## config.mk

```make
export PLATFORM = sky130hd
export DESIGN_NAME = sram_block_mover
export DESIGN_NICKNAME = d
export VERILOG_FILES = /design/src/rtl/sram_block_mover_pkg.sv /design/src/rtl/sram_block_mover_addr_gen.sv /design/src/rtl/sram_block_mover.sv
export SDC_FILE = /design/constraint.sdc
export NUM_CORES = 1
export LEC_CHECK = 0
export CAP_MARGIN = 20
export CORE_MARGIN = 10
export CORE_UTILIZATION = 41
export DETAILED_ROUTE_END_ITERATION = 16
export PLACE_DENSITY = 0.82
export REMOVE_ABC_BUFFERS = 1
export SLEW_MARGIN = 20
export SYNTH_ARGS = -nofsm -noshare
export SYNTH_HDL_FRONTEND = slang
export SYNTH_SLANG_ARGS = --single-unit
```

## constraint.sdc

```tcl
create_clock -name CLOCK_50_I -period 3.3 [get_ports CLOCK_50_I]
set_clock_uncertainty 0.15 [all_clocks]
set_input_delay 0.495 -clock CLOCK_50_I [delete_from_list [all_inputs] [get_ports CLOCK_50_I]]
set_output_delay 0.495 -clock CLOCK_50_I [all_outputs]
set_load 0.005 [all_outputs]
```

## src/rtl/sram_block_mover_pkg.sv

```systemverilog
// Shared definitions for the IDCT block mover: state type, mode, segment defaults,
// and sample helpers. Optional macro WS_CLIP_EN selects saturating write-back.
package sram_block_mover_pkg;

  typedef enum logic [2:0] {
    S_MV_IDLE,
    S_MV_FS,
    S_MV_FS_FLUSH,
    S_MV_WS,
    S_MV_WS_FLUSH
  } mv_state_t;

  typedef enum logic {
    MODE_FS,
    MODE_WS
  } mv_mode_t;

  localparam logic [17:0] PRE_IDCT_BASE_DEF  = 18'd76800;
  localparam logic [17:0] OUT_BASE_DEF       = 18'd0;
  localparam logic [17:0] PRE_ROW_STRIDE_DEF = 18'd320;
  localparam logic [17:0] OUT_ROW_STRIDE_DEF = 18'd160;

  // block_row * 8 * stride built from shifted copies of the stride, mod 2^18
  function automatic logic [17:0] block_row_offset(input logic [4:0]  block_row,
                                                   input logic [17:0] stride);
    logic [17:0] acc;
    acc = '0;
    for (int unsigned b = 0; b < 5; b++) begin
      if (block_row[b]) acc = acc + (stride << (b + 3));
    end
    return acc;
  endfunction

  function automatic logic [7:0] clip_sample(input logic [31:0] s);
`ifdef WS_CLIP_EN
    if (s[31])              return 8'd0;
    else if (s[30:8] != '0) return 8'hFF;
    else                    return s[7:0];
`else
    return s[7:0];
`endif
  endfunction

  function automatic logic [31:0] sign_extend16(input logic [15:0] d);
    return {{16{d[15]}}, d};
  endfunction

endpackage

```

## src/rtl/sram_block_mover_addr_gen.sv

```systemverilog
// SRAM address generator: row base accumulated by stride plus column offset,
// shared by fetch (8 words/row) and write-back (4 words/row).
module sram_addr_gen
  import sram_block_mover_pkg::*;
#(
  parameter logic [17:0] PRE_IDCT_BASE  = PRE_IDCT_BASE_DEF,
  parameter logic [17:0] OUT_BASE       = OUT_BASE_DEF,
  parameter logic [17:0] PRE_ROW_STRIDE = PRE_ROW_STRIDE_DEF,
  parameter logic [17:0] OUT_ROW_STRIDE = OUT_ROW_STRIDE_DEF
) (
  input  logic        clk,
  input  logic        rst,
  input  logic        load,
  input  mv_mode_t    load_mode,
  input  logic [4:0]  block_row,
  input  logic [5:0]  block_col,
  input  logic        step,
  output logic [17:0] address
);

  mv_mode_t    mode;
  logic [17:0] row_base;
  logic [17:0] col_off;
  logic [2:0]  col;
  logic [2:0]  col_last;
  logic [17:0] stride;

  assign col_last = (mode == MODE_FS) ? 3'd7 : 3'd3;
  assign stride   = (mode == MODE_FS) ? PRE_ROW_STRIDE : OUT_ROW_STRIDE;
  assign address  = row_base + col_off + {15'd0, col};

  always_ff @(posedge clk) begin
    if (rst) begin
      mode     <= MODE_FS;
      row_base <= '0;
      col_off  <= '0;
      col      <= '0;
    end else if (load) begin
      mode <= load_mode;
      col  <= '0;
      if (load_mode == MODE_FS) begin
        row_base <= PRE_IDCT_BASE + block_row_offset(block_row, PRE_ROW_STRIDE);
        col_off  <= {9'd0, block_col, 3'd0};
      end else begin
        row_base <= OUT_BASE + block_row_offset(block_row, OUT_ROW_STRIDE);
        col_off  <= {10'd0, block_col, 2'd0};
      end
    end else if (step) begin
      if (col == col_last) begin
        col      <= '0;
        row_base <= row_base + stride;
      end else begin
        col <= col + 3'd1;
      end
    end
  end

endmodule

```

## src/rtl/sram_block_mover.sv

```systemverilog
// Moves one 8x8 block between SRAM and R0: fetch into R0[0..63], clipped/packed
// write-back from R0[64..127]. Optional macro WS_CLIP_EN saturates samples to [0,255].
module sram_block_mover
  import sram_block_mover_pkg::*;
#(
  parameter logic [17:0] PRE_IDCT_BASE  = PRE_IDCT_BASE_DEF,
  parameter logic [17:0] OUT_BASE       = OUT_BASE_DEF,
  parameter logic [17:0] PRE_ROW_STRIDE = PRE_ROW_STRIDE_DEF,
  parameter logic [17:0] OUT_ROW_STRIDE = OUT_ROW_STRIDE_DEF
) (
  input  logic        CLOCK_50_I,
  input  logic        Resetn,
  input  logic        FS_start,
  output logic        FS_done,
  input  logic        WS_start,
  output logic        WS_done,
  input  logic [4:0]  block_row,
  input  logic [5:0]  block_col,
  output logic [17:0] SRAM_address,
  output logic [15:0] SRAM_write_data,
  output logic        SRAM_we_n,
  input  logic [15:0] SRAM_read_data,
  input  logic [31:0] read_data_R0 [1:0],
  output logic [31:0] write_data_R0 [1:0],
  output logic [6:0]  rw_address_R0 [1:0],
  output logic        write_enable_R0 [1:0]
);

  mv_state_t state;
  logic [6:0] cnt;
  logic       fs_we;
  logic       fs_active;
  logic       accept;
  mv_mode_t   accept_mode;

  assign fs_active   = (state == S_MV_FS) || (state == S_MV_FS_FLUSH);
  assign accept      = (state == S_MV_IDLE) && (FS_start || WS_start);
  assign accept_mode = FS_start ? MODE_FS : MODE_WS;

  sram_addr_gen #(
    .PRE_IDCT_BASE (PRE_IDCT_BASE),
    .OUT_BASE      (OUT_BASE),
    .PRE_ROW_STRIDE(PRE_ROW_STRIDE),
    .OUT_ROW_STRIDE(OUT_ROW_STRIDE)
  ) u_addr_gen (
    .clk      (CLOCK_50_I),
    .rst      (Resetn),
    .load     (accept),
    .load_mode(accept_mode),
    .block_row(block_row),
    .block_col(block_col),
    .step     ((state == S_MV_FS) || !SRAM_we_n),
    .address  (SRAM_address)
  );

  always_ff @(posedge CLOCK_50_I) begin
    if (Resetn) begin
      state            <= S_MV_IDLE;
      cnt              <= '0;
      FS_done          <= 1'b0;
      WS_done          <= 1'b0;
      SRAM_we_n        <= 1'b1;
      fs_we            <= 1'b0;
      rw_address_R0[0] <= '0;
      rw_address_R0[1] <= '0;
    end else begin
      FS_done   <= 1'b0;
      WS_done   <= 1'b0;
      SRAM_we_n <= 1'b1;
      fs_we     <= 1'b0;
      case (state)
        S_MV_IDLE: begin
          if (FS_start) begin
            state <= S_MV_FS;
            cnt   <= '0;
          end else if (WS_start) begin
            state            <= S_MV_WS;
            cnt              <= '0;
            rw_address_R0[0] <= 7'd64;
            rw_address_R0[1] <= 7'd65;
          end
        end
        S_MV_FS: begin
          cnt <= cnt + 7'd1;
          if (cnt == 7'd63) state <= S_MV_FS_FLUSH;
        end
        S_MV_FS_FLUSH: begin
          cnt <= cnt + 7'd1;
          if (cnt == 7'd66) begin
            state   <= S_MV_IDLE;
            FS_done <= 1'b1;
          end
        end
        S_MV_WS: begin
          SRAM_we_n <= 1'b0;
          cnt       <= cnt + 7'd1;
          if (cnt == 7'd31) begin
            state <= S_MV_WS_FLUSH;
          end else begin
            rw_address_R0[0] <= 7'd66 + {cnt[5:0], 1'b0};
            rw_address_R0[1] <= 7'd67 + {cnt[5:0], 1'b0};
          end
        end
        S_MV_WS_FLUSH: begin
          state   <= S_MV_IDLE;
          WS_done <= 1'b1;
        end
        default: state <= S_MV_IDLE;
      endcase
      // Element i's read is issued when cnt == i and its data lands three cycles
      // later, so the R0 write index is derived from cnt instead of a valid pipe.
      if (fs_active && (cnt >= 7'd2) && (cnt <= 7'd65)) begin
        fs_we            <= 1'b1;
        rw_address_R0[0] <= cnt - 7'd2;
      end
    end
  end

  assign write_enable_R0[0] = fs_we;
  assign write_enable_R0[1] = 1'b0;
  assign write_data_R0[0]   = fs_we ? sign_extend16(SRAM_read_data) : '0;
  assign write_data_R0[1]   = '0;
  assign SRAM_write_data    = SRAM_we_n ? '0
                            : {clip_sample(read_data_R0[0]), clip_sample(read_data_R0[1])};

endmodule

```

Yosys cells after proc, flatten, opt, wreduce, memory -nomap -nowiden:

Cells that the tools add are included.

* register bits: 68
* logic and storage cells: 137
* output and inout bits: 117
* input port bits: 95

* reductions and logical operators: 21
* $lt $le $gt $ge: 2
* muxes and demuxes: 66
* bitwise logic cells: 1
* add/sub/neg operators: 17
* eq/ne operators: 18

Operators with widths (count)
* 2-to-1 mux 18 bit: 39
* 2-to-1 mux 14 bit: 3
* adder 18 x 13 -> 18 bit (second input constant): 2
* adder 18 x 14 -> 18 bit (second input constant): 2
* adder 18 x 15 -> 18 bit (second input constant): 2
* adder 18 bit: 2
* 2-to-1 mux 32 bit: 1
* one-hot mux 14 bit (2 select lines): 1
* 2-to-1 mux 3 bit: 7
* 2-to-1 mux 7 bit: 3
* adder 17 x 18 -> 18 bit (first input constant): 1
* adder 18 x 12 -> 18 bit (second input constant): 1
* adder 18 x 16 -> 18 bit (second input constant): 1
* adder 18 x 3 -> 18 bit: 1
* 2-to-1 mux 9 bit: 2
* 2-to-1 mux 16 bit: 1
* adder 7 bit (first input constant): 2
* one-hot mux 7 bit (2 select lines): 1
* 2-to-1 mux 12 bit: 1
* one-hot mux 3 bit (4 select lines): 1
* AND reduction 4 bit: 3
* 2-to-1 mux 11 bit: 1
* != test 2 bit (second input constant): 4
* nonzero test 2 bit: 4
* 25 further kinds: 39

Longest topological paths before layout:

* depth in word-level cells: 27
* gate-level depth with buffers: 13
* gate-level depth less buffers: 13

Cells and area by module:

A second synthesis with hierarchy kept.

* cell total of the unflattened synthesis: 505
* area total of the unflattened synthesis: 4160.2 µm²

Modules (own cells, without submodules)
* sram_block_mover: sequential area each 560.5 µm², area an instance 2098.3 µm², cells an instance 260, times used 1
* sram_addr_gen: sequential area each 480.5 µm², area an instance 2062.0 µm², cells an instance 245, times used 1

Worst setup path after synthesis:

OpenSTA, ideal clock, no wires.

* kind: input-to-reg
* start: input block_row[0]
* end: register u_addr_gen.row_base[15]
* buffers on the path: 0
* arrival: 2628 ps
* required time: 3033 ps
* path slack: 405 ps
* cell stages on the path: 12
* library setup time: 117 ps
* path through: ha_1 > mux2i_1 > inv_1 > ha_1 > inv_1 > ha_1 > mux2i_1 > ha_1 > mux2i_1 > nor2_1 > xor2_1 > a22o_1

* longest elaborated chain between the ends: 27
* elaborated cells on any way between the ends: 48
* classes of those cells: 9 x add/sub; 39 x mux

Ends and longest elaborated chain
* start: declaration: line sram_block_mover.sv:17 `input logic [4:0] block_row,`
* 2-to-1 mux 12 bit: line sram_block_mover_pkg.sv:29 `if (block_row[b]) acc = acc + (stride << (b + 3));`
* 2-to-1 mux 18 bit: line sram_block_mover_addr_gen.sv:41 `if (load_mode == MODE_FS) begin`
* 2-to-1 mux 18 bit: line sram_block_mover_addr_gen.sv:38 `end else if (load) begin`
* 2-to-1 mux 18 bit: line sram_block_mover_addr_gen.sv:33 `if (rst) begin`
* adder 18 x 13 -> 18 bit: line sram_block_mover_pkg.sv:29
* 2-to-1 mux 18 bit: line sram_block_mover_pkg.sv:29
* 2-to-1 mux 18 bit: line sram_block_mover_addr_gen.sv:41
* 2-to-1 mux 18 bit: line sram_block_mover_addr_gen.sv:38
* [11 not listed]
* adder 18 x 16 -> 18 bit: line sram_block_mover_pkg.sv:29
* 2-to-1 mux 18 bit: line sram_block_mover_pkg.sv:29
* 2-to-1 mux 18 bit: line sram_block_mover_addr_gen.sv:41
* 2-to-1 mux 18 bit: line sram_block_mover_addr_gen.sv:38
* 2-to-1 mux 18 bit: line sram_block_mover_addr_gen.sv:33
* adder 17 x 18 -> 18 bit: line sram_block_mover_addr_gen.sv:42 `row_base <= PRE_IDCT_BASE + block_row_offset(block_row, PRE_ROW_STRIDE);`
* 2-to-1 mux 18 bit (*): line sram_block_mover_addr_gen.sv:41
* 2-to-1 mux 18 bit (*): line sram_block_mover_addr_gen.sv:38
* end signal: assignment: line sram_block_mover_addr_gen.sv:42
* end signal: assignment: line sram_block_mover_addr_gen.sv:45 `row_base <= OUT_BASE + block_row_offset(block_row, OUT_ROW_STRIDE);`
* end signal: assignment: line sram_block_mover_addr_gen.sv:51 `row_base <= row_base + stride;`
* end: declaration: line sram_block_mover_addr_gen.sv:22 `logic [17:0] row_base;`

Every way passes the cells marked *; elsewhere a longest branch is shown, timed or not. The select of a mux whose other input is x is not followed.
A chain may end at the register's enable or synchronous reset.

Worst setup path after layout:

* start: register u_addr_gen.row_base[6]
* end: output SRAM_address[10]

* longest elaborated chain between the ends: 2

Ends and longest elaborated chain
* adder 18 bit: line sram_block_mover_addr_gen.sv:30 `assign address = row_base + col_off + {15'd0, col};`
* adder 18 x 3 -> 18 bit: line sram_block_mover_addr_gen.sv:30
* end: declaration: line sram_block_mover.sv:19 `output logic [17:0] SRAM_address,`

Every way passes these cells.

==> metrics.cfg <==
[logic_synthesis]
synth_seq_cells=52
synth_top_area_frac=0.2498
async_flop_share=0
yosysMostFrequentCell=dfxtp_1
yosysUniqueCellTypes=58
synth.area.top_cells=dfxtp_1 25%, buf_4 9.2%, ha_1 8.4%
synthTopCellsByCount=52 x dfxtp_1, 51 x buf_4, 49 x nor2_1
synth_edf_count=0
avgSynthCellArea_um2=8.061
yosys_warnings=0
synth_area_um2=4168
yosysSeqAreaShare=0.2498
synth_ff_type=dfxtp_1
synth_cells=517
yosys.area.top_type=dfxtp_1

[clock_tree]
clockBufferDepth=2
h-tree-depth=2
cts_tree=yes
cts_buffers=5
clk_pin_slew_ns=0.09
insertion_delay_ns=0.30
cts-root-buf=clkbuf_8
cts_sinks=52

[final_layout]
postLayoutCellArea_um2=5583
diodes=0
area_growth_pct=33.95
fin_util=0.5686
fin_cells=765
fin_nets=756
drive_above_1_share=0.08386

[placed_design]
gp_congestion=0.9052
dpl.cell_count=753
placed_area_um2=5405
io_buffer_count=130
post-dp-hpwl_um=10570
post-place-ws_ns=-0.03198

[routing]
finalWirelength_um=12810
viasPerCell=5.119
drt_iter0_markers=242
wl_per_cell_um=16.75
drc_errors=0
vias=3916
drt_pass1_iterations=5
ant_nets=0

[global_route]
grt_pass1_vias=3915
busiest_layer=met2
grt_max_degree=21
grt_util_met2=0.3146
grt_usage=0.1659
grt_pass1_wl_um=20270
met1_usage=0.1811
grt_overflow=0
grtUsageMet3=0.03862
antenna_found_initial=0

[sta]
fmax_mhz=312.4
period_minus_slack_ns=3.201
fin_crit_sh=0.9700
setup_viol_count_final=0
tightest_slew_ns=0.8079
maxSlewViolCount=0
relSlewSlack=0.4603
hold_violations=0
setup_tns_ns=0
timing.final.ws_setup_ns=0.09906
fin_hold_ws_ns=0.3048

[power]
p_leak_nw=2.305
powerDensity_nw_per_um2=348.0
irDropWorstVdd_uv=182.2
totalPowerFinal_mw=1.943

[worst_hold_path]
worst_hold_path_type=flip-flop to flip-flop

[critical_path]
required_ns=2.65
path_max_fanout=4
endpoint_kind=output port
critPathKind=flip-flop to output port
worstSetupStartpointType=flip-flop
critPathArrivalTime_ns=2.56

[die]
die_x_um=120.8
pin_count=212
start_util=0.4244
fp.dieH_um=120.8
rows=36
dieArea_um2=14600
core_area_um2=9819

[outcome]
status=complete, no violations

[run]
maxCapViolations=0

[power by group]
group / switching (mW) / internal (mW)
Clock: 0.201 / 0.145
Sequential: 0.0877 / 0.694
Combinational: 0.393 / 0.421
Total: 0.682 / 1.26
[metal layers]
layer  wire (um)  part of all wire  vias up
li1            -                 -     1953
met1        5163              0.40     1790
met2        6659              0.52      166
met3         907             0.071        7
met4          84            0.0066        0
met5           0                 0        -
[final timing paths]
path                                              from               end  slack (ns)  cells after the start
worst max-delay path            u_addr_gen.row_base[6]  SRAM_address[10]         0.1                      8
worst min-delay path                  rw_address_R0[7]  rw_address_R0[7]        0.30                      2
worst max register to register                  cnt[0]  rw_address_R0[4]        0.46                      7
worst min register to register        rw_address_R0[7]  rw_address_R0[7]        0.30                      2
[placed cells by master (no fill, tap or decap), types with 5 or more instances in the layout]
| master | count |
|---|---|
| o21ai_0 | 10 |
| nand2_1 | 29 |
| dfxtp_1 | 51 |
| a21oi_1 | 28 |
| ha_1 | 27 |
| inv_1 | 12 |
| nand2b_1 | 6 |
| or3_1 | 5 |
| nor2_1 | 47 |
| xnor2_1 | 25 |
| nor2b_1 | 25 |
| a211oi_1 | 21 |
| clkbuf_8 | 5 |
| and2_1 | 19 |
| nor3b_1 | 5 |
| conb_1 | 34 |
| mux2i_1 | 14 |
| a31oi_1 | 5 |
| a22oi_1 | 5 |
| nor3_1 | 16 |
| nand3_1 | 10 |
| buf_4 | 25 |
| xor2_1 | 17 |
| clkdlybuf4s50_1 | 122 |
[logic make-up after synthesis]
family                     after synthesis  share of synthesized area
and+or+nand+nor                        185                     0.2324
AOI/OAI and AO/OA                      101                     0.1723
buffers and inverters                   92                     0.1318
DFF                                     52                     0.2498
xor gates and xnor gates                43                    0.09036
adders and majority gates               29                    0.08886
muxes                                   14                    0.03362
other                                    1                  0.0008998
[worst max-delay path, cell delays in order (launching register included)]
cell             delay (ns)
dfxtp_2                0.35
ha_1                   0.32
ha_4                   0.26
nand3_1                0.10
o21bai_2               0.09
o21ba_4                0.23
a31oi_4                0.21
a21boi_2               0.18
clkdlybuf4s50_1        0.51
[layout make-up]
cell class | count | area (um2)
Inverter | 12 | 45.04
Sequential cell | 52 | 1042
Timing Repair Buffer | 155 | 1490
Clock buffer | 6 | 72.57
Multi-Input combinational cell | 406 | 2761
Fill cell | 893 | 4237
Tap cell | 133 | 166.4
Clock inverter | 1 | 5.005
[state kept, by name (all words and copies together) (netlist names)]
register	flops
u_addr_gen.col	3
fs_we	1
cnt	7
FS_done	1
u_addr_gen.row_base	13
SRAM_we_n	1
state	3
rw_address_R0	14
WS_done	1
u_addr_gen.mode	1
u_addr_gen.col_off	7
[repair_timing]
item	CTS	global route
setup endpoints to repair	9	6
pin swaps	4	3
setup buffers	2	3
resized for setup	14	10
hold buffers	0	0
Power figures use the tool's default switching activity.
